===== src/rtl/display_scan_ctrl.sv =====
// ---------------------------------------------------------------------------
// display_scan_ctrl
//
// Scans a 4-digit multiplexed 7-segment display for the stopwatch. Each digit
// owns a slot of DIV clocks; the first BLANK clocks of every slot keep the
// digit strobe low so the previous digit's segments never ghost onto the next.
// The BCD digits are captured once per frame, on the 3->0 wrap, so a value
// that changes mid-frame cannot tear across digits.
//
// Parameters
//   DIV     clocks per digit slot (>= 2)
//   BLANK   strobe-low clocks at the start of each slot (0..DIV-1)
//   DP_POS  digit index (0..3) whose decimal point is lit
//
// Optional feature (compile-time macro)
//   LZB_EN  leading-zero blanking: when defined, the digit-3 strobe is
//           suppressed while the snapped minute-tens digit is zero.
//
// Ports
//   clk        in   1   system clock, rising edge
//   rst_n      in   1   asynchronous active-low reset
//   en         in   1   display enable
//   digits_i   in   16  BCD digits, [3:0]=d0 (sec ones) .. [15:12]=d3
//   sel        out  2   digit select to the demux
//   act        out  1   digit strobe to the demux
//   digit_bcd  out  4   BCD of the selected digit (from the frame snapshot)
//   dp         out  1   decimal point of the selected digit
// ---------------------------------------------------------------------------
module display_scan_ctrl #(
    parameter int DIV    = 50000,
    parameter int BLANK  = 4,
    parameter int DP_POS = 2
) (
    input  logic        clk,
    input  logic        rst_n,
    input  logic        en,
    input  logic [15:0] digits_i,
    output logic [1:0]  sel,
    output logic        act,
    output logic [3:0]  digit_bcd,
    output logic        dp
);

    localparam int             PW      = $clog2(DIV);
    localparam logic [PW-1:0]  LAST    = PW'(DIV - 1);
    localparam logic [PW-1:0]  ONE     = PW'(1);
    localparam logic [1:0]     DP_SEL  = 2'(DP_POS);

    logic          en_q;
    logic [PW-1:0] presc;
    logic [1:0]    sel_q;
    logic [15:0]   snap;

    logic          slot_end;
    logic          in_gap;
    logic          lzb_kill;

    assign slot_end = (presc == LAST);

    always_ff @(posedge clk or negedge rst_n) begin
        if (!rst_n) begin
            en_q  <= 1'b0;
            presc <= '0;
            sel_q <= 2'd0;
            snap  <= 16'h0000;
        end else begin
            en_q <= en;
            if (!en_q) begin
                // Idle: hold the scan at digit 0 and keep the snapshot live so
                // the first slot after start shows the newest value.
                presc <= '0;
                sel_q <= 2'd0;
                snap  <= digits_i;
            end else if (slot_end) begin
                presc <= '0;
                sel_q <= sel_q + 2'd1;
                // Frame boundary: capture together with the 3->0 wrap.
                if (sel_q == 2'd3) begin
                    snap <= digits_i;
                end
            end else begin
                presc <= presc + ONE;
            end
        end
    end

    // Blanking window at the start of each slot. With BLANK=0 there is no
    // window, and the compare is elided rather than left as a constant test.
    generate
        if (BLANK == 0) begin : g_no_gap
            assign in_gap = 1'b0;
        end else begin : g_gap
            localparam logic [PW-1:0] BLANK_W = PW'(BLANK);
            assign in_gap = (presc < BLANK_W);
        end
    endgenerate

`ifdef LZB_EN
    // Slot timing is kept; only the strobe for a leading zero is dropped.
    assign lzb_kill = (sel_q == 2'd3) && (snap[15:12] == 4'd0);
`else
    assign lzb_kill = 1'b0;
`endif

    assign sel = sel_q;
    assign act = en_q && !in_gap && !lzb_kill;
    assign dp  = en_q && (sel_q == DP_SEL);

    always_comb begin
        digit_bcd = snap[3:0];
        case (sel_q)
            2'd0: digit_bcd = snap[3:0];
            2'd1: digit_bcd = snap[7:4];
            2'd2: digit_bcd = snap[11:8];
            2'd3: digit_bcd = snap[15:12];
            default: digit_bcd = snap[3:0];
        endcase
    end

endmodule


===== config.mk =====
export PLATFORM = sky130hd
export DESIGN_NAME = display_scan_ctrl
export DESIGN_NICKNAME = d
export VERILOG_FILES = /design/src/rtl/display_scan_ctrl.sv
export SDC_FILE = /design/constraint.sdc
export NUM_CORES = 1
export LEC_CHECK = 0
export CAP_MARGIN = 20
export CORE_ASPECT_RATIO = 1.1
export CORE_MARGIN = 5
export CORE_UTILIZATION = 35
export CTS_CLUSTER_DIAMETER = 150
export CTS_CLUSTER_SIZE = 25
export DETAILED_ROUTE_END_ITERATION = 10
export SLEW_MARGIN = 25
export SYNTH_ARGS = -nofsm -noshare
export SYNTH_HDL_FRONTEND = slang
export SYNTH_SLANG_ARGS = --single-unit

===== constraint.sdc =====
create_clock -name clk -period 2 [get_ports clk]
set_clock_uncertainty 0.05 [all_clocks]
set_input_delay 0.3 -clock clk [delete_from_list [all_inputs] [get_ports clk]]
set_output_delay 0.3 -clock clk [all_outputs]
set_load 0.05 [all_outputs]

==> results of run 1 <==
## cell usage in the layout, fill, tap and decap left out, types with 2 or more instances in the layout
| cell | instances |
|---|---|
| a21oi_1 | 3 |
| mux2_2 | 6 |
| xor2_1 | 2 |
| nor3_1 | 6 |
| or4_4 | 2 |
| ha_4 | 2 |
| nand3_1 | 8 |
| inv_1 | 9 |
| clkdlybuf4s50_1 | 19 |
| nand2_1 | 4 |
| a222oi_1 | 4 |
| clkbuf_8 | 7 |
| ha_1 | 2 |
| mux2_4 | 10 |
| nand4_1 | 4 |
| o21ai_0 | 2 |
| buf_4 | 20 |
| dfrtp_1 | 33 |
| xnor2_1 | 11 |
| nor4_1 | 3 |
| mux2i_4 | 4 |
| nor2_1 | 18 |
| a31oi_4 | 2 |
| buf_12 | 7 |
| dfrtp_2 | 2 |
| or3_1 | 2 |
## metrics by stage
step                setup slack (ps)  setup TNS [ps]  instances  power [mW]
floorplan                      -23.9            -246        151       0.900
global placement               -4.70           -44.1        247        1.01
detailed placement             -98.6           -1390        247        1.02
CTS                             -267            -676        258        1.60
global route                    -274           -2040        262        1.67
finish                          -173            -526        262        1.58
## report_power, final
| group | internal (mW) | switching, mW |
|---|---|---|
| Clock | 0.313 | 0.258 |
| Combinational | 0.139 | 0.102 |
| Sequential | 0.746 | 0.0256 |
| Total | 1.20 | 0.386 |
## final cells by class
cell class,count,area share (%)
multi-input combinational,102,36.3
sequential,35,34.6
timing repair buffer,48,20.4
clock buffer,7,3.80
tap,58,2.86
inverter,11,1.73
clock inverter,1,0.296
## worst register-to-register path, stage by stage (launching register included)
cell and delay, ps:
dfrtp_1 380, or4_4 550, nor4_4 170, buf_4 160, a31oi_4 100, buf_12 180, mux2_4 300
## cell usage after synthesis, types with 2 or more instances
library cell / n / area (sq um)
mux2i_1: 4 / 40.0
nor4_1: 3 / 18.8
nor2_1: 18 / 67.6
xnor2_1: 11 / 96.3
nand4_1: 4 / 25.0
or4_4: 2 / 22.5
mux2_2: 6 / 67.6
ha_1: 5 / 62.6
o21ai_0: 2 / 10.0
xor2_1: 2 / 17.5
nand2_1: 4 / 15.0
nand3_1: 8 / 40.0
a21oi_1: 3 / 15.0
or3_1: 2 / 12.5
nor3_1: 7 / 35.0
dfrtp_1: 35 / 876
mux2_4: 10 / 150
inv_1: 11 / 41.3
a222oi_1: 4 / 40.0
## logic make-up after synthesis
kind of cell,Yosys count
muxes,20
adders and majority gates,5
xor gates and xnor gates,13
buffers and inverters,14
DFF,35
and+or+nand+nor,51
AOI/OAI and AO/OA,13
## metal layers
| layer | vias up | wire [um] | track usage, % |
|---|---|---|---|
| li1 | 642 | - | - |
| met1 | 640 | 1760 | 15.9 |
| met2 | 31 | 2020 | 22.3 |
| met3 | 5 | 204 | 4.83 |
| met4 | 0 | 40 | 3.28 |
| met5 | - | 0 | 0 |
## sequential cells by signal (all words and copies together), names as in the netlist
name   cells
presc     16
sel        2
en_q       1
snap      16
## worst min-delay path by stage
stage	from	end	cells past startpoint
after floorplan	rst_n	en_q	0
after global placement	snap[5]	snap[5]	1
after detailed placement	snap[4]	snap[4]	1
after CTS	rst_n	snap[7]	2
after global routing	en	en_q	1
final	rst_n	snap[14]	2
## timing repair
action / in CTS / in global routing
endpoints found under the setup margin: 21 / 28
setup buffers: 3 / 3
pin swaps: 2 / 3
gates resized for setup: 12 / 1
hold buffers: 0 / 0
gates cloned: 0 / 1
==> results.cfg, run 1 <==
[setup_path]
cp-startpoint = presc[13]
start_kind = flip-flop
rr_startpoint = presc[13]
crit_path_end = act
cp_num_cells = 5
end_kind = primary output
crit_chain = or4_4 > nor4_4 > buf_4 > a31oi_4 > buf_6
worst_path_dominant_cell_family = simple AND/OR/NAND/NOR gates
reg2regPathDepth = 6
path_buf_inv = 2
max_stage_delay_ps = 550
crit_fanout = 3
critical_path_required_ps = 1650
r2r_setup_slack_ps = 0
regToRegEndpoint = snap[6]
worstSetupPathType = reg -> out
arrival_ps = 1820
slowest_stage = or4_4

[cts]
path_clk_slew_ps = 70
ctsHtreeMaxLevel = 2
cts.sinks = 35
clock_path_buffers = 2
cts-buffers-inserted = 5
clk_latency_ps = 290
cts_root_buf = clkbuf_8
cts_tree = done

[grt]
grt_usage_pct = 13.2
antenna_found_initial = 0
grt_max_degree = 36
globalRoute.totalOverflow = 0
grt_pass1_wl_um = 6920
grt_pass1_vias = 1409

[worst_hold_path]
min_path_type = in -> async

[die]
die-area_sq_um = 6550
die_h_um = 84.4
coreArea_sq_um = 4930
die_x_um = 77.6
row_count = 27
io_pins = 27
start_util_pct = 35.7

[drt]
route.detailed.wl_per_inst_um = 15.4
dr.pass1.iters = 6
via_count = 1318
drcViolationCount = 0
detail-route-antenna-nets = 0
initialDrtViolationCount = 57
avgViaCountPerCell = 5.03
wirelength_um = 4030

[synthesis]
yosysSeqAreaShare_pct = 49.7
async_reset_ff_share_pct = 100
synth_fp_nets = 175
yosysWarnings = 0
yosys.area_share.simple_pct = 15.4
synth_ff_type = dfrtp_1
synth_edf_count = 0
synth_compound_gate_area_share_pct = 6.61
synth.area.mux_share_pct = 14.6
synth_seq_cells = 35
syn-mean-instance-area_sq_um = 11.7
yosysUniqueCellTypes = 29
synth_area_sq_um = 1760
synth_xor_area_share_pct = 6.46
synth_adder_area_share_pct = 3.55
synth_top_family_by_area = simple AND/OR/NAND/NOR gates
syn-instance-count = 151

[final_layout]
multi_input_area_sq_um = 920
seqCellArea_sq_um = 878
drive_above_1_share_pct = 34.8
num-fill-cells = 437
area_growth_pct = 43.9
postLayoutCoreUtil_pct = 51.4
antenna-diode-count = 0
nets = 227
final_area_sq_um = 2530

[sta]
worst_pin_slew_ps = 504
fmax_mhz = 460
slew_headroom_pct = 66.3
finalWorstSetupSlack_ps = -173
drv_slew = 0
finalCritPeriodShare_pct = 109
holdWs_ps = 366
rsz0062_at_grt = true
final_hold_viol_count = 0
finalCriticalPeriod_ps = 2170
finalSetupViolCount = 6

[power]
p_leak_nw = 1.04
vdd_drop_max_uv = 233
p_per_area_nw_per_um2 = 625

[place]
io_buffers = 26
place_area_sq_um = 2300
dp_hpwl_um = 2860
place.gp.congestion = 0.887

[job]
drv_cap = 0

[outcome]
failed_checks = setup timing
outcome = complete, but fails checks
Note: power is estimated with default switching activity, not from simulation.
==> run 2, diff against run 1 <==
--- a/config.mk
+++ b/config.mk
@@ -5,13 +5,15 @@
 export SDC_FILE = /design/constraint.sdc
 export NUM_CORES = 1
 export LEC_CHECK = 0
-export CAP_MARGIN = 20
+export CAP_MARGIN = 25
 export CORE_ASPECT_RATIO = 1.1
 export CORE_MARGIN = 5
 export CORE_UTILIZATION = 35
 export CTS_CLUSTER_DIAMETER = 150
 export CTS_CLUSTER_SIZE = 25
 export DETAILED_ROUTE_END_ITERATION = 10
+export GPL_ROUTABILITY_DRIVEN = 0
+export REMOVE_ABC_BUFFERS = 1
 export SLEW_MARGIN = 25
 export SYNTH_ARGS = -nofsm -noshare
 export SYNTH_HDL_FRONTEND = slang
==> run 2 against run 1 <==
  * The run still ends with setup timing left
  * Largest power group unchanged
  * Core utilization is 2.9 points lower
  * Wire length is 0.97% lower
  * Die area stayed put
  * Largest cell class is now sequential cells
  * Hold slack better by 11 ps
  * Flip-flop and latch count stayed put
  * Cell area is 5.6% lower
  * First-iteration DRC count is 1.8% lower
  * Register-to-register slack worse by 30 ps
==> results.cfg, run 2 (synthesis gave the netlist of run 1 again) <==
[outcome]
outcome = complete, but fails checks
failed_checks = setup timing

[setup_path]
rr_startpoint = presc[13]
start_kind = flip-flop
r2r_setup_slack_ps = -30
crit_fanout = 2
arrival_ps = 1830
worstSetupPathType = reg -> out
reg2regPathDepth = 6
end_kind = primary output
critical_path_required_ps = 1650
regToRegEndpoint = snap[7]

[final_layout]
instances_no_fill = 257
num-fill-cells = 447
layout.cells.most_common = dfrtp_1
layout_common_cells = dfrtp_1, buf_4, clkdlybuf4s50_1, nor2_1, xnor2_1
nets = 223
postLayoutCoreUtil_pct = 48.5
seqCellArea_sq_um = 878
area_growth_pct = 35.9
antenna-diode-count = 0
multi_input_area_sq_um = 877
drive_above_1_share_pct = 31.2

[die]
die_x_um = 77.6
die_h_um = 84.4
start_util_pct = 35.7
die-area_sq_um = 6550
row_count = 27
io_pins = 27
coreArea_sq_um = 4930

[drt]
route.detailed.wl_per_inst_um = 15.5
via_count = 1295
dr.pass1.iters = 5
drcViolationCount = 0
avgViaCountPerCell = 5.04
initialDrtViolationCount = 56
detail-route-antenna-nets = 0
wirelength_um = 4000

[cts]
ctsHtreeMaxLevel = 2
clock_path_buffers = 2
ctsHoldBuffers = 0
cts_root_buf = clkbuf_8
path_clk_slew_ps = 70
cts-buffers-inserted = 5
cts_tree = done
cts.sinks = 35
clk_latency_ps = 280

[grt]
grt_pass1_wl_um = 7020
grt_pass1_vias = 1464
antenna_found_initial = 0
grt_max_degree = 36
grt_usage_pct = 13.4
globalRoute.totalOverflow = 0

[power]
power_mw = 1.48
vdd_drop_max_uv = 302
p_per_area_nw_per_um2 = 619
p_leak_nw = 1.02

[sta]
rsz0062_at_grt = true
worst_pin_slew_ps = 514
finalSetupViolCount = 18
fmax_mhz = 460
drv_slew = 0
finalWorstSetupSlack_ps = -176
finalCritPeriodShare_pct = 109
slew_headroom_pct = 65.6
finalCriticalPeriod_ps = 2180
final_hold_viol_count = 0

[place]
dpl.cell_count = 243
dp_hpwl_um = 2830
io_buffers = 26

[job]
drv_cap = 0

[worst_hold_path]
min_path_type = in -> async
[run 2: routing by layer]
metal	vias up	GRT usage, %	wire [um]
met3	7	4.94	236
met1	625	15.7	1740
li1	629	-	-
met2	34	22.2	1960
met5	-	0	0
met4	0	4.69	63
[run 2: stage by stage]
| stage | worst slack, ps | hold slack [ps] | area [sq um] | TNS, ps |
|---|---|---|---|---|
| floorplan | -265 | -45.6 | 1740 | -1280 |
| global placement | 72.1 | 420 | 2180 | 0 |
| detailed placement | 24.7 | 430 | 2180 | 0 |
| CTS | -267 | 387 | 2340 | -1390 |
| global route | -286 | 388 | 2390 | -2670 |
| finish | -176 | 377 | 2390 | -505 |
[run 2: layout make-up]
cell class,count,share of cell area (%)
Sequential cell,35,36.7
Multi-Input combinational cell,102,36.6
Timing Repair Buffer,44,18.2
Clock buffer,6,3.45
Tap cell,58,3.03
Inverter,11,1.73
Clock inverter,1,0.209
[run 2: worst max-delay path, cell delays in order (launching register included)]
cell and delay (ps):
dfrtp_1 380, or4_4 550, nor4_4 170, buf_4 180, a31oi_4 80, buf_6 180
[run 2: worst max path at each step]
stage / cells past startpoint / slack [ps] / from / end
global placement: 5 / 70 / presc[13] / act
global route: 5 / -290 / presc[13] / act
CTS: 5 / -270 / presc[5] / act
floorplan: 3 / -270 / sel[0] / digit_bcd[0]
finish: 5 / -180 / presc[13] / act
detailed placement: 5 / 20 / presc[13] / act
[run 2: power breakdown]
| group | internal, mW | switching, mW | total (mW) |
|---|---|---|---|
| sequential | 0.746 | 0.0243 | 0.771 |
| combinational | 0.108 | 0.0927 | 0.201 |
| clock | 0.270 | 0.240 | 0.510 |
[run 2: timing repair]
item | 4_1_cts | 5_1_grt
gates cloned | 0 | 1
endpoints found under the setup margin | 5 | 24
pin swaps | 4 | 3
gates resized for setup | 13 | 2
buffers inserted | 5 | 2
==> run 3, diff against run 2 <==
--- a/config.mk
+++ b/config.mk
@@ -13,7 +13,6 @@
 export CTS_CLUSTER_SIZE = 25
 export DETAILED_ROUTE_END_ITERATION = 10
 export GPL_ROUTABILITY_DRIVEN = 0
-export REMOVE_ABC_BUFFERS = 1
 export SLEW_MARGIN = 25
 export SYNTH_ARGS = -nofsm -noshare
 export SYNTH_HDL_FRONTEND = slang
==> results of run 3 <==
Same layout as run 1: the final DEF is identical, and so are final timing and power.
